[src/rtl/button_pkg.sv]
// Shared definitions for the button stimulus blocks: FSM encoding and the
// 16-bit Galois LFSR used for reproducible pseudorandom timing.
package button_pkg;

  typedef enum logic [1:0] {
    IDLE   = 2'd0,
    BOUNCE = 2'd1,
    SETTLE = 2'd2
  } state_t;

  localparam logic [15:0] LFSR_TAPS         = 16'hB400;
  localparam logic [15:0] LFSR_DEFAULT_SEED = 16'hACE1;

  function automatic logic [15:0] lfsr_next(input logic [15:0] s);
    return (s >> 1) ^ (s[0] ? LFSR_TAPS : 16'h0000);
  endfunction

  // An all-zero Galois LFSR never leaves zero, so that seed is remapped.
  function automatic logic [15:0] seed_guard(input logic [15:0] s);
    return (s == 16'h0000) ? 16'h0001 : s;
  endfunction

endpackage

[src/rtl/lfsr16.sv]
// Free-running 16-bit Galois LFSR, advancing every clock; reusable by any
// block that needs reproducible pseudorandom stimulus.
module lfsr16 import button_pkg::*; (
  input  logic        clk,
  input  logic        reset,
  input  logic [15:0] seed,
  output logic [15:0] state
);

  // NOTE: clocked state uses non-blocking assignments so every register
  // samples pre-edge values, independent of process evaluation order.
  always_ff @(posedge clk or posedge reset) begin
    if (reset) state <= seed_guard(seed);
    else       state <= lfsr_next(state);
  end

endmodule

[src/rtl/button_bounce_gen.sv]
// Push-button bounce emulator: turns a clean requested level into a burst of
// pseudorandom-width glitch pairs followed by a stable settle interval.
module button_bounce_gen import button_pkg::*; #(
  parameter int          MAX_BOUNCES   = 8,
  parameter int          MIN_GLITCH    = 4,
  parameter int          GLITCH_W      = 8,
  parameter int          SETTLE_CYCLES = 1000,
  parameter logic [15:0] LFSR_SEED     = LFSR_DEFAULT_SEED
) (
  input  logic       clk,
  input  logic       reset,
  input  logic       target,
  input  logic       enable,
  output logic       out,
  output logic       busy,
  output logic       settle_done,
  output logic [7:0] bounce_count
);

  localparam int HOLD_W_SETTLE = $clog2(SETTLE_CYCLES + 1);
  localparam int HOLD_W_GLITCH = GLITCH_W + $clog2(MIN_GLITCH) + 1;
  localparam int HOLD_W = (HOLD_W_SETTLE > HOLD_W_GLITCH) ? HOLD_W_SETTLE : HOLD_W_GLITCH;
  localparam int PAIR_W = $clog2(MAX_BOUNCES) + 1;

  localparam logic [15:0]       PAIR_MASK   = 16'(MAX_BOUNCES - 1);
  localparam logic [HOLD_W-1:0] HOLD_ONE    = HOLD_W'(1);
  localparam logic [HOLD_W-1:0] SETTLE_LOAD = HOLD_W'(SETTLE_CYCLES);
  localparam logic [PAIR_W-1:0] PAIR_ONE    = PAIR_W'(1);

  state_t              state, state_n;
  logic                level, level_n;
  logic                out_n, done_n;
  logic [HOLD_W-1:0]   hold, hold_n;
  logic [PAIR_W-1:0]   pairs, pairs_n;
  logic [7:0]          count_n, count_sat;
  logic [15:0]         lfsr;
  logic [HOLD_W-1:0]   glitch_load;
  logic [PAIR_W-1:0]   pair_load;

  lfsr16 u_lfsr (
    .clk   (clk),
    .reset (reset),
    .seed  (LFSR_SEED),
    .state (lfsr)
  );

  assign glitch_load = HOLD_W'(MIN_GLITCH) + HOLD_W'(lfsr[GLITCH_W-1:0]);
  assign pair_load   = PAIR_W'(lfsr & PAIR_MASK) + PAIR_ONE;
  assign count_sat   = (bounce_count == 8'hFF) ? 8'hFF : bounce_count + 8'd1;
  assign busy        = (state != IDLE);

  always_comb begin
    // NOTE: every output of this block gets a default first, so no path
    // through the case/if tree can leave a variable unassigned (no latch).
    state_n = state;
    level_n = level;
    out_n   = out;
    hold_n  = hold;
    pairs_n = pairs;
    count_n = bounce_count;
    done_n  = 1'b0;

    if (!enable) begin
      state_n = IDLE;
      out_n   = target;
      level_n = target;
      hold_n  = '0;
      pairs_n = '0;
    end else begin
      unique case (state)
        IDLE: begin
          if (target != level) begin
            level_n = target;
            out_n   = target;
            count_n = 8'd1;
            pairs_n = pair_load;
            hold_n  = glitch_load;
            state_n = BOUNCE;
          end
        end
        BOUNCE: begin
          if (hold <= HOLD_ONE) begin
            out_n   = ~out;
            count_n = count_sat;
            hold_n  = glitch_load;
            // out != level means this toggle is the return edge of a pair.
            if (out != level) begin
              if (pairs <= PAIR_ONE) begin
                pairs_n = '0;
                hold_n  = SETTLE_LOAD;
                state_n = SETTLE;
              end else begin
                pairs_n = pairs - PAIR_ONE;
              end
            end
          end else begin
            hold_n = hold - HOLD_ONE;
          end
        end
        SETTLE: begin
          if (hold <= HOLD_ONE) begin
            done_n  = 1'b1;
            hold_n  = '0;
            state_n = IDLE;
          end else begin
            hold_n = hold - HOLD_ONE;
          end
        end
        default: state_n = IDLE;
      endcase
    end
  end

  always_ff @(posedge clk or posedge reset) begin
    if (reset) begin
      state        <= IDLE;
      level        <= 1'b0;
      out          <= 1'b0;
      hold         <= '0;
      pairs        <= '0;
      bounce_count <= 8'd0;
      settle_done  <= 1'b0;
    end else begin
      state        <= state_n;
      level        <= level_n;
      out          <= out_n;
      hold         <= hold_n;
      pairs        <= pairs_n;
      bounce_count <= count_n;
      settle_done  <= done_n;
    end
  end

endmodule

[config.mk]
export PLATFORM = sky130hd
export DESIGN_NAME = button_bounce_gen
export DESIGN_NICKNAME = d
export VERILOG_FILES = /design/src/rtl/button_pkg.sv /design/src/rtl/lfsr16.sv /design/src/rtl/button_bounce_gen.sv
export SDC_FILE = /design/constraint.sdc
export NUM_CORES = 1
export LEC_CHECK = 0
export BUFFER_PORTS_ARGS = -buffer_cell sky130_fd_sc_hd__buf_2
export CORE_MARGIN = 5
export CORE_UTILIZATION = 40
export CTS_BUF_LIST = sky130_fd_sc_hd__clkbuf_8 sky130_fd_sc_hd__clkbuf_16
export DETAILED_ROUTE_END_ITERATION = 10
export GPL_TIMING_DRIVEN = 0
export SLEW_MARGIN = 15
export SYNTH_ARGS = -nofsm -noshare
export SYNTH_HDL_FRONTEND = slang
export SYNTH_SLANG_ARGS = --single-unit
[constraint.sdc]
create_clock -name clk -period 3.5 [get_ports clk]
set_input_delay 0 -clock clk [delete_from_list [all_inputs] [get_ports clk]]
set_output_delay 0 -clock clk [all_outputs]
set_load 0.03 [all_outputs]
# [Yosys cells after proc, flatten, opt, wreduce, memory -nomap -nowiden]
# Cells that the tools add are included.
# W data, S select, Z words.
[op_classes] eq_ne=16 n_addsub=5 reduce_logical=9 n_bitwise=2 n_lt_le_gt_ge=2 mux=34
[ops] op="$mux W11" count=4
[ops] op="$pmux W11 S3" count=1
[ops] op="$mux W8" count=3
[ops] op="$mux W10" count=2
[ops] op="$mux W4" count=5
[ops] op="$mux W16" count=1
[ops] op="$pmux W8 S2" count=1
[ops] op="$xor A15 B16 Y16" count=1
[ops] op="$ne A3 B3 Y1 const B" count=5
[ops] op="$mux W2" count=6
[ops] op="$le A11 B1 Y1 const B" count=1
[ops] op="$sub A11 B1 Y11 const B" count=1
[ops] op="$add A3 B8 Y9 const A" count=1
[ops] op="$add A8 B1 Y8 const B" count=1
[ops] op="$eq A8 B8 Y1 const B" count=1
[ops] op="$mux W1" count=8
[ops] op="$pmux W4 S2" count=1
[ops] op="$reduce_and A4 Y1" count=2
[ops] op="$pmux W2 S3" count=1
[ops] op="$reduce_and A5 Y1" count=1
[ops] op="$add A3 B1 Y4 const B" count=1
[ops] op="$le A4 B1 Y1 const B" count=1
[ops] op="$ne A2 B1 Y1 const B" count=2
[ops] op="$ne A2 B2 Y1 const B" count=2
[ops] op="other kinds (12)" count=15
[totals] regBits=44 out_inout_bits=11

# [Logic depth before layout (Yosys ltp)]
# Gate-level depths: netlist of the first run.
[logic_depth] depth_word=6 mapped_depth=9 depth_no_buf=7

# [Worst setup path before layout of the first run]
# Ideal clock, no wire load.
[synth_path] path_type="register to register" startpoint="register hold[3]" endpoint="register bounce_count[0]" path_buffers=3 setup_time_ps=125 arrival_time_ps=2259 stages_incl_launch_ff=9 path_slack_ps=1116 required_time_ps=3375 path_cell_list="dfrtp_1 or4_1 buf_6 or3_4 buf_6 o21ai_4 and2_4 buf_8 mux2_4"
[synth_via] elab_chain_cells=3
[synth_rtl] item="start: declaration" line="button_bounce_gen.sv:33" text="logic [HOLD_W-1:0] hold, hold_n;"
[synth_rtl] item="start signal: assignment" line="button_bounce_gen.sv:127" text="hold <= hold_n;"
[synth_rtl] item="$le A11 B1 Y1" line="button_bounce_gen.sv:82" text="if (hold <= HOLD_ONE) begin"
[synth_rtl] item="$ne A2 B2 Y1 (no line)"
[synth_rtl] item="$reduce_and A4 Y1 (no line)"
[synth_rtl] item="end signal: assignment" line="button_bounce_gen.sv:129" text="bounce_count <= count_n;"
[synth_rtl] item="end: declaration" line="button_bounce_gen.sv:17" text="output logic [7:0] bounce_count"
# No other way between the ends.
# A chain may end at the register's enable or synchronous reset.

# [Worst setup path in the final report of the first run]
[layout_path] startpoint="register state[1]" endpoint="register hold[6]"
[layout_via] elab_chain_cells=3 elab_cells_between_ends=8 cone_classes="4 x eq/ne; 2 x mux; 2 x reduce/logical"
[layout_rtl] item="start: declaration" line="button_bounce_gen.sv:30" text="state_t state, state_n;"
[layout_rtl] item="start signal: assignment" line="button_bounce_gen.sv:124" text="state <= state_n;"
[layout_rtl] item="$eq A2 B2 Y1, or another cell as far along" line="button_bounce_gen.sv:70" text="unique case (state)"
[layout_rtl] item="$pmux W11 S3, or another cell as far along" line="button_bounce_gen.sv:70"
[layout_rtl] item="$mux W11 or $reduce_and A2 Y1 (tied branches)"
# Parallel ways exist; a longest one is shown, timed or not.

==> results.md, run 1 <==
- Status: finished clean
- Cells along the critical path: inv_1, ha_1, buf_4, nor3_1, a211oi_1, nand2_1, o21bai_1, o211ai_1
- Hold Path Class: input pin to register
- Fin nets: around 310
- Antenna violations before repair: 0
- Clk slew on worst S/H paths: around 0.090 ns
- Critical path startpoint: state[1]$_DFFE_PP0P_
- R2R Setup Slk: ~0.93 ns
- Largest cells by area after synthesis: dfrtp_1 35%, dfstp_2 8.1%, ha_1 5.3%, a21oi_1 3.5%, nand2_1 3.3%
- Data arrival, critical path: 2.79 ns
- Gr usage total: 14.62%
- Clock Skew: 0.006719 ns
- Pin count of the biggest net entering global routing: 26
- Fmax: just under 0.4 GHz
- DRC violation count after routing: 0
- Worst-Skew Late Latency: 0.30 ns
- Post-Syn Nets: between 200 and 300
- CTS sink count: 44
- Synth async-reset ratio: 100.0%
- Initial Utilization: 40.92%
- Static Leak: 0.001283 µW
- Fin. Hold Viols: 0
- Crit path depth: 8
- Share of layout cells above drive strength 1: 19.18%
- FF/Latch Area: 1111 µm²
- Crit start category: register
- Compound-cell area share of the yosys netlist: ~20%
- Worst Tran Pin Value: 1.269 ns
- Post-synth cell types: 60
- Die area: just over 8000 µm²
- Die Wd: roughly 90 µm
- DP Wirelength: 4152 µm
- Setup TNS Final: 0 ns
- Mean Syn Cell Area: about 9.6 µm²
- Multiplexer share of the synthesized area: 1.840%
- Critical path class: register to register
- Post-CTS sizing: 0
- Post-Synth XOR/XNOR Area: 3.729%
- CTS tree: yes
- Power Density: 856.2 nW/µm²
- WP data required: 3.72 ns
- Total power: 2475 µW
- Crit path buffers/inverters: 2
- Primary FF master, synth: dfrtp_1
- Post-synthesis adder-cell area fraction: 5.327%
- Max Cap Viol: 0
- Max-slew violation count: 0
- CORE AREA: 6314 µm²
- IO Port Bufs: 13
- FP Rows: 29
- Syn Inst Count: 269
- Vias in the first global route: between 1500 and 2000
- Ports: 15
- Seq/Total Area, Yosys: 43.00%
- 1st-pass router iterations: 4
- Relative slew slack: ~14%
- Largest family of logic cells by synthesized area: compound AO/OA/AOI/OAI gates
- Die Height: 90.37 µm
- Number of synthesized flops with an enable pin: 0
- Starting DRT DRC Count: 179
- H-tree levels: 2
- GRT Residual Overflow: 0
- Hold path start: target
- Synth top cells by count: 36 x dfrtp_1, 23 x nand2_1, 18 x a21oi_1
- Max Fanout on Critical Path: 10
- Area occupied by multi-input gates: ~1300 µm²
- Final Util: 45.78%
- Worst path max stage delay: 0.88 ns
- RSZ-0062 raised after global routing: no
- Clock Path Buffers: 2
- Worst r2r path cells: 8
- First-pass GRT wire length: between 9000 and 10000 µm
- Worst VDD drop: 0.3864 mV
- Critical path's top delay family: compound AO/OA/AOI/OAI gates
- Via count: 2087
- Top-count cell post-synth: dfrtp_1
- Final setup fails: 0
- Hold WS: 0.01998 ns
- RePlAce Congestion: 0.7833
- Antenna diodes: 0
- Area grow syn2layout: 11.86%
- Routed len/inst: 15.28 µm
- Worst setup path end: hold[6]$_DFFE_PP0P_
- Drt total wl: 5638 µm
- Syn. warnings: 0
- Reg-to-Reg End: hold[6]$_DFFE_PP0P_
- FF-to-FF Start: state[1]$_DFFE_PP0P_
- CP endpoint kind: register
- TritonCTS buffer count: 5
- Root buffer cell: clkbuf_8
- Post-Syn Area: 2584 µm²
- Fillers: 629
- Final Cycle Share: 73.47%
- Post-layout min period: 2.572 ns
- Via/cell ratio: 5.656
- Cell accounting for the most synthesized area: dfrtp_1
- Remaining antenna violation count: 0
- Post-synth top area share: between 30% and 40%
- Slowest cell on the critical path: a211oi_1
- #FFs+latches synth: 44
- Post-synthesis simple-gate area fraction: 19.23%
-- area by class of cell --
cell class                 count  share of cell area, %
clock buffer                   5                  2.381
tap                           77                  3.333
clock inverter                 3                  1.602
inverter                      15                  1.948
sequential                    44                  38.44
multi-input combinational    196                  45.15
timing repair buffer          15                  3.290
buffer                        14                  3.853
-- how the worst min path moves through the flow --
stage | endpoint | slack [ns] | depth (start not counted)
after CTS | out$_DFFE_PP0P_ | 0.02 | 2
after floorplan | out$_DFFE_PP0P_ | 0.15 | 1
after global routing | out$_DFFE_PP0P_ | 0.02 | 2
after detailed placement | u_lfsr.state[9]$_DFF_PP0_ | 0.02 | 2
final | out$_DFFE_PP0P_ | 0.02 | 2
after global placement | u_lfsr.state[7]$_DFF_PP1_ | 0.33 | 0
-- cell usage in the layout (no fill, tap or decap), types with 3 or more instances in the layout --
master / count
nand3_1: 16
o31ai_1: 4
o211ai_1: 10
nor3_1: 8
buf_2: 15
a31oi_1: 10
nand2_1: 23
nand2b_1: 3
a21oi_1: 18
nand3b_1: 3
nor2_1: 13
dfrtp_1: 36
o21ai_0: 12
buf_6: 3
ha_1: 11
o22ai_1: 4
inv_1: 14
dfstp_2: 8
and3_1: 7
xor2_1: 6
clkbuf_8: 6
clkbuf_1: 5
xnor2_1: 5
-- cells by family (layout without fill, tap and decap cells) --
kind of cell | count (synthesis) | count (layout)
XOR/XNOR | 11 | 11
buffers and inverters | 29 | 52
multiplexers | 4 | 4
adder cells (fa/ha/maj) | 11 | 11
AND/OR/NAND/NOR | 92 | 92
AO/OA/AOI/OAI | 78 | 78
flip-flops | 44 | 44
-- where the power goes --
| part | internal [µW] | total [µW] | switching [µW] |
|---|---|---|---|
| logic | 550 | 1410 | 861 |
| clock network | 215 | 402 | 187 |
| registers | 583 | 663 | 80.1 |
-- layer usage --
layer,vias up,share of wire (%),GRT usage (%)
li1,1027,-,-
met1,988,48,21.26
met2,65,46,21.46
met3,7,5.1,2.917
met4,0,1.2,5.211
met5,-,0,0
-- sequential cells by signal, indices dropped and copies added (netlist names) --
register / flops
state: 2
u_lfsr.state: 16
hold: 11
settle_done: 1
bounce_count: 8
pairs: 4
level: 1
out: 1
-- timing repair --
action / 4_1_cts / 5_1_grt
setup endpoints to repair: 0 / 0
hold endpoints to repair: 15 / 0
hold buffers: 1 / 0
setup buffers: 0 / 0
-- per-stage QoR --
step | setup WS [ns] | cells | instance area [µm²]
floorplan | 1.116 | 269 | 2584
global placement | 0.9840 | 359 | 2745
detailed placement | 0.9381 | 360 | 2765
CTS | 0.9136 | 369 | 2890
global route | 0.7032 | 369 | 2890
finish | 0.9285 | 369 | 2890
No activity file was read; power rests on OpenSTA's default activity.
==> run 2: changes to the inputs <==
==> constraint.sdc (replaced) <==
create_clock -name clk -period 2.1 [get_ports clk]
set_input_delay 0 -clock clk [delete_from_list [all_inputs] [get_ports clk]]
set_output_delay 0 -clock clk [all_outputs]
set_load 0.03 [all_outputs]
==> run 2 against run 1 <==
The flow now finishes with violations (negative setup slack). Hold slack improved by 0.042 ns. Clock-buffer cell count stayed put. Utilization grew 5.7 points. Cell area rose by 13%. Fmax grew 15%. Critical path depth fell by 1. Non-clock buffer count grew 19. Die area did not move. Sequential power up 67%. Routed wire length increased by 12%. Via count rose by 5.8%. Largest power group unchanged. Highest routed layer unchanged.
==> results.md, run 2 (synthesis results as in run 1) <==
- TritonCTS buffer count: 5
- CTS sink count: 44
- Total power: 5079 µW
- Drt total wl: 6328 µm
- IO Port Bufs: 13
- Power Density: 1561 nW/µm²
- Hold depth: 2
- Area grow syn2layout: 25.91%
- CORE AREA: 6314 µm²
- Setup TNS Final: -0.8235 ns
- RePlAce Congestion: 0.8085
- Top reg by flops: u_lfsr.state
- Max FFs per register: 16
- Final Cycle Share: 106.4%
- Initial Utilization: between 40 and 50%
- Clk slew on worst S/H paths: 0.09 ns
- P_int: 2740 µW
- Die area: about 8200 µm²
- Max Cap Viol: 0
- FF-to-FF Start: hold[4]$_DFFE_PP0P_
- FP Rows: 29
- Critical path startpoint: hold[4]$_DFFE_PP0P_
- Antenna diodes: 0
- Dpl cells: 360
- Reg power frac: 21.8%
- Leading cell type in the layout, fill and taps excluded: dfrtp_1
- Comb power frac: 66.9%
- Reg-to-Reg End: hold[7]$_DFFE_PP0P_
- DP Worst Slack: -0.5211 ns
- Root buffer cell: clkbuf_8
- Data arrival, critical path: ~2.5 ns
- Max Fanout on Critical Path: 4
- Crit start category: register
- Die Wd: 90.37 µm
- Worst VDD drop: 0.8933 mV
- GRT Residual Overflow: 0
- Worst r2r path cells: 7
- Fin nets: 325
- Failing checks: negative setup slack
- Vias in the first global route: 2135
- Via count: roughly 2200
- Fmax: ~0.45 GHz
- CP endpoint kind: register
- Clock network power share: a little under an eighth
- Worst setup path end: hold[7]$_DFFE_PP0P_
- Hold Path Class: input pin to register
- Hold WS: 0.06234 ns
- Final WS setup: -0.1342 ns
- Worst Tran Pin Value: 0.7911 ns
- Share of layout cells above drive strength 1: 33.76%
- Status: finished, violations left
- Top Registers: u_lfsr.state x16, hold x11, bounce_count x8
- 1st-pass router iterations: 4
- CTS tree: yes
- Fin. Hold Viols: 0
- H-tree levels: 2
- WP data required: 2.33 ns
- Pin count of the biggest net entering global routing: 29
- Post-layout min period: 2.234 ns
- Max-slew violation count: 0
- FF/Latch Area: between 1000 and 1500 µm²
- Clock Skew: about 0.0067 ns
- Ports: 15
- Critical path class: register to register
- DP Wirelength: 4180 µm
- RSZ-0062 raised after global routing: yes
- Switching Fraction: 46.05%
- Static Leak: 0.001414 µW
- Routed len/inst: 16.31 µm
- Most frequent cells in the layout: 36 x dfrtp_1, 23 x nand2_1, 18 x buf_4
- Post-route insts no fill: between 300 and 400
- DRC violation count after routing: 0
- Final setup fails: 16
- Remaining antenna violation count: 0
- Area occupied by multi-input gates: ~1500 µm²
- R2R Setup Slk: -0.13 ns
- Clock Path Buffers: 2
- First-pass GRT wire length: 10530 µm
- Worst-Skew Late Latency: 0.30 ns
- Relative slew slack: 46.86%
- Starting DRT DRC Count: 103
- Fillers: 592
- Die Height: 90.37 µm
- Antenna violations before repair: 0
- Via/cell ratio: about 5.7
- Gr usage total: 15.53%
- P_sw: 2339 µW
run 2: repair_timing:
action | in CTS | in global routing
buffers inserted | 18 | 7
setup endpoints to repair | 23 | 26
resized for setup | 21 | 30
hold buffers | 1 | 0
hold endpoints to repair | 40 | 0
pin swaps | 19 | 12
run 2: area by class of cell:
| class | count | area share [%] |
|---|---|---|
| Multi-Input combinational cell | 196 | 46.62 |
| Tap cell | 77 | 2.962 |
| Clock buffer | 5 | 2.115 |
| Sequential cell | 44 | 34.15 |
| Timing Repair Buffer | 39 | 9.808 |
| Clock inverter | 3 | 0.8077 |
| Inverter | 15 | 1.731 |
| Buffer | 9 | 1.808 |
run 2: layer usage:
layer,wire length [µm],vias up,track usage (%)
li1,-,1069,-
met1,2933,1075,21.36
met2,3045,56,24.15
met3,269,8,3.333
met4,79,0,5.335
met5,0,-,0
run 2: power groups by stage:
stage	Clock [µW]	Combinational (µW)	Sequential (µW)
2_1_floorplan	0	1760	1180
3_3_place_gp	0	2310	1120
3_5_place_dp	0	2340	1120
4_1_cts	592	3000	1100
5_1_grt	626	3650	1130
6_report	576	3400	1110
run 2: critical path, stage by stage (launching register included):
cell and delay [ns]:
dfrtp_1 0.39, or4_4 0.56, or3_4 0.42, buf_6 0.15
nor3_4 0.25, buf_4 0.16, a31oi_2 0.03, o211ai_1 0.20
run 2: through the flow:
stage | area, µm² | utilization [%]
after CTS | 3077 | 48.73
after global routing | 3253 | 51.53
final | 3253 | 51.53
after global placement | 2745 | 43.48
after detailed placement | 2765 | 43.80
after floorplan | 2584 | -
run 2: worst min path at each step:
stage | from | to
finish | target | out$_DFFE_PP0P_
detailed placement | reset | u_lfsr.state[12]$_DFF_PP0_
global route | target | out$_DFFE_PP0P_
floorplan | target | out$_DFFE_PP0P_
global placement | target | out$_DFFE_PP0P_
CTS | target | out$_DFFE_PP0P_
==> run 3: changes to the inputs <==
--- a/config.mk
+++ b/config.mk
@@ -11,7 +11,9 @@
 export CTS_BUF_LIST = sky130_fd_sc_hd__clkbuf_8 sky130_fd_sc_hd__clkbuf_16
 export DETAILED_ROUTE_END_ITERATION = 10
 export GPL_TIMING_DRIVEN = 0
+export SKIP_LAST_GASP = 1
 export SLEW_MARGIN = 15
 export SYNTH_ARGS = -nofsm -noshare
 export SYNTH_HDL_FRONTEND = slang
 export SYNTH_SLANG_ARGS = --single-unit
+export TNS_END_PERCENT = 5
==> run 3 against run 2 <==
The run still ends with negative setup slack left. Clock-buffer cell count unchanged. Utilization decreased by 3.3 points. Cell count is 2.1% lower. Critical path depth down 2. Cell area down 6.5%.
==> results.md, run 3 (synthesis results as in run 1) <==
- DRC violation count after routing: 0
- Met1 usage: approximately 22%
- Max Cap Viol: 0
- Max-slew violation count: 0
- Fin nets: about 320
- CORE AREA: 6314 µm²
- GRT Residual Overflow: 0
- Placed Area: 2773 µm²
- Clk slew on worst S/H paths: 0.10 ns
- Final instance area: 3043 µm²
- DP Wirelength: 4159 µm
- Max Fanout on Critical Path: 8
- Fmax: 0.4399 GHz
- Remaining antenna violation count: 0
- First-pass GRT wire length: ~10000 µm
- Ports: 15
- Hold Path Class: input pin to register
- Antenna violations before repair: 0
- CP endpoint kind: register
- Slowest cell on the critical path: or4_4
- RePlAce Congestion: 0.7859
- Die area: 8167 µm²
- Power Density: 1471 nW/µm²
- IO Port Bufs: 13
- Critical path's top delay family: simple AND/OR/NAND/NOR gates
- Routed len/inst: 15.52 µm
- Data arrival, critical path: 2.47 ns
- Via/cell ratio: 5.571
- Top reg by flops: u_lfsr.state
- Share of layout cells above drive strength 1: 23.43%
- Pin count of the biggest net entering global routing: 25
- 1st-pass router iterations: 4
- Worst Tran Pin Value: 0.6473 ns
- Initial Utilization: 40.92%
- Die Wd: 90.37 µm
- Final Cycle Share: 108.2%
- Antenna diodes: 0
- Final setup fails: 19
- TritonCTS buffer count: 5
- Via count: 2117
- Worst path max stage delay: around 0.61 ns
- Gr usage total: roughly 15%
- Grt peak-use layer: met1
- Clock Path Buffers: 2
- Worst-Skew Late Latency: 0.31 ns
- Static Leak: 0.001355 µW
- CTS tree: yes
- FP Rows: 29
- Fin. Hold Viols: 0
- Relative slew slack: 56.74%
- Worst VDD drop: 0.6626 mV
- Most frequent cells in the layout: 36 x dfrtp_1, 23 x nand2_1, 18 x a21oi_1
- Vias in the first global route: between 1500 and 2000
- Post-layout min period: about 2.3 ns
- WP data required: 2.30 ns
- Clock Skew: 0.01757 ns
- Max FFs per register: 16
- Critical path class: register to register
- Cells along the critical path: or4_4, nor4_4, nor2_1, a311o_1, o2bb2ai_1
- Root buffer cell: clkbuf_8
- Starting DRT DRC Count: 155
- H-tree levels: 2
- Total power: around 4500 µW
- CTS sink count: 44
- Crit path buffers/inverters: 0
- Grt met2 use: a little over a fifth
- Area grow syn2layout: 17.77%
- Crit start category: register
- Die Height: ~90 µm
- RSZ-0062 raised after global routing: yes
- Met3 Track Usage GR: 3.083%
- Final WS setup: -0.1730 ns
- Drt total wl: 5896 µm
- Failing checks: negative setup slack
- Setup TNS Final: -2.076 ns
- Leading cell type in the layout, fill and taps excluded: dfrtp_1
- Hold WS: 0.02426 ns
- Status: finished, violations left
- Top Registers: u_lfsr.state x16, hold x11, bounce_count x8
==> run 3: cell types whose count changed in the layout (fill, tap and decap cells not counted), moves of 3 or more <==
cell     delta
buf_6       -5
o21ai_0     +4
nor3_1      +4
a21oi_1     +8
o21ai_1     -3
a31oi_1     +4
buf_4       -5
a21oi_2     -8
nor3_2      -3
==> run 3: repair_timing <==
action / in CTS / in global routing
setup buffers: 1 / 14
setup endpoints to repair: 23 / 26
cloned: 0 / 0
pin swaps: 0 / 5
hold buffers: 1 / 0
hold endpoints to repair: 17 / 0
resized for setup: 2 / 6
==> run 3: through the flow <==
stage / setup slack (ns) / utilization, % / cells
final: -0.1730 / 48.20 / 380
after global routing: -0.2609 / 48.20 / 380
after CTS: -0.3978 / 46.47 / 370
after detailed placement: -0.4770 / 43.92 / 360
after global placement: -0.4427 / 43.48 / 359
after floorplan: -0.2533 / - / 269
==> run 3: worst paths after layout <==
path / startpoint / to / slack [ns] / cells past startpoint
max: hold[4]$_DFFE_PP0P_ / hold[3]$_DFFE_PP0P_ / -0.17 / 5
min: target / out$_DFFE_PP0P_ / 0.02 / 2
max reg2reg: hold[4]$_DFFE_PP0P_ / hold[3]$_DFFE_PP0P_ / -0.17 / 5
min reg2reg: u_lfsr.state[8]$_DFF_PP0_ / u_lfsr.state[7]$_DFF_PP1_ / 0.35 / 0
max in group asynchronous: reset / u_lfsr.state[13]$_DFF_PP1_ / 1.29 / 4
min in group asynchronous: reset / u_lfsr.state[12]$_DFF_PP0_ / 0.27 / 3
==> run 3: cell type report <==
type	count	area [µm²]
Fill cell	604	3271
Multi-Input combinational cell	196	1338
Sequential cell	44	1111
Timing Repair Buffer	30	244.0
Tap cell	77	96.34
Clock buffer	5	68.82
Buffer	10	65.06
Clock inverter	3	63.81
Inverter	15	56.30
==> run 3: report_power, final <==
group          leakage (µW)  internal [µW]  switching [µW]
clock             0.0000695            471             305
sequential         0.000571            971             131
combinational      0.000715           1090            1510
==> run 3: per-layer routing <==
| layer | part of all wire, % | wire (µm) |
|---|---|---|
| met5 | 0 | 0 |
| met4 | 0.92 | 54 |
| met3 | 3.8 | 224 |
| met2 | 47 | 2771 |
| met1 | 48 | 2845 |
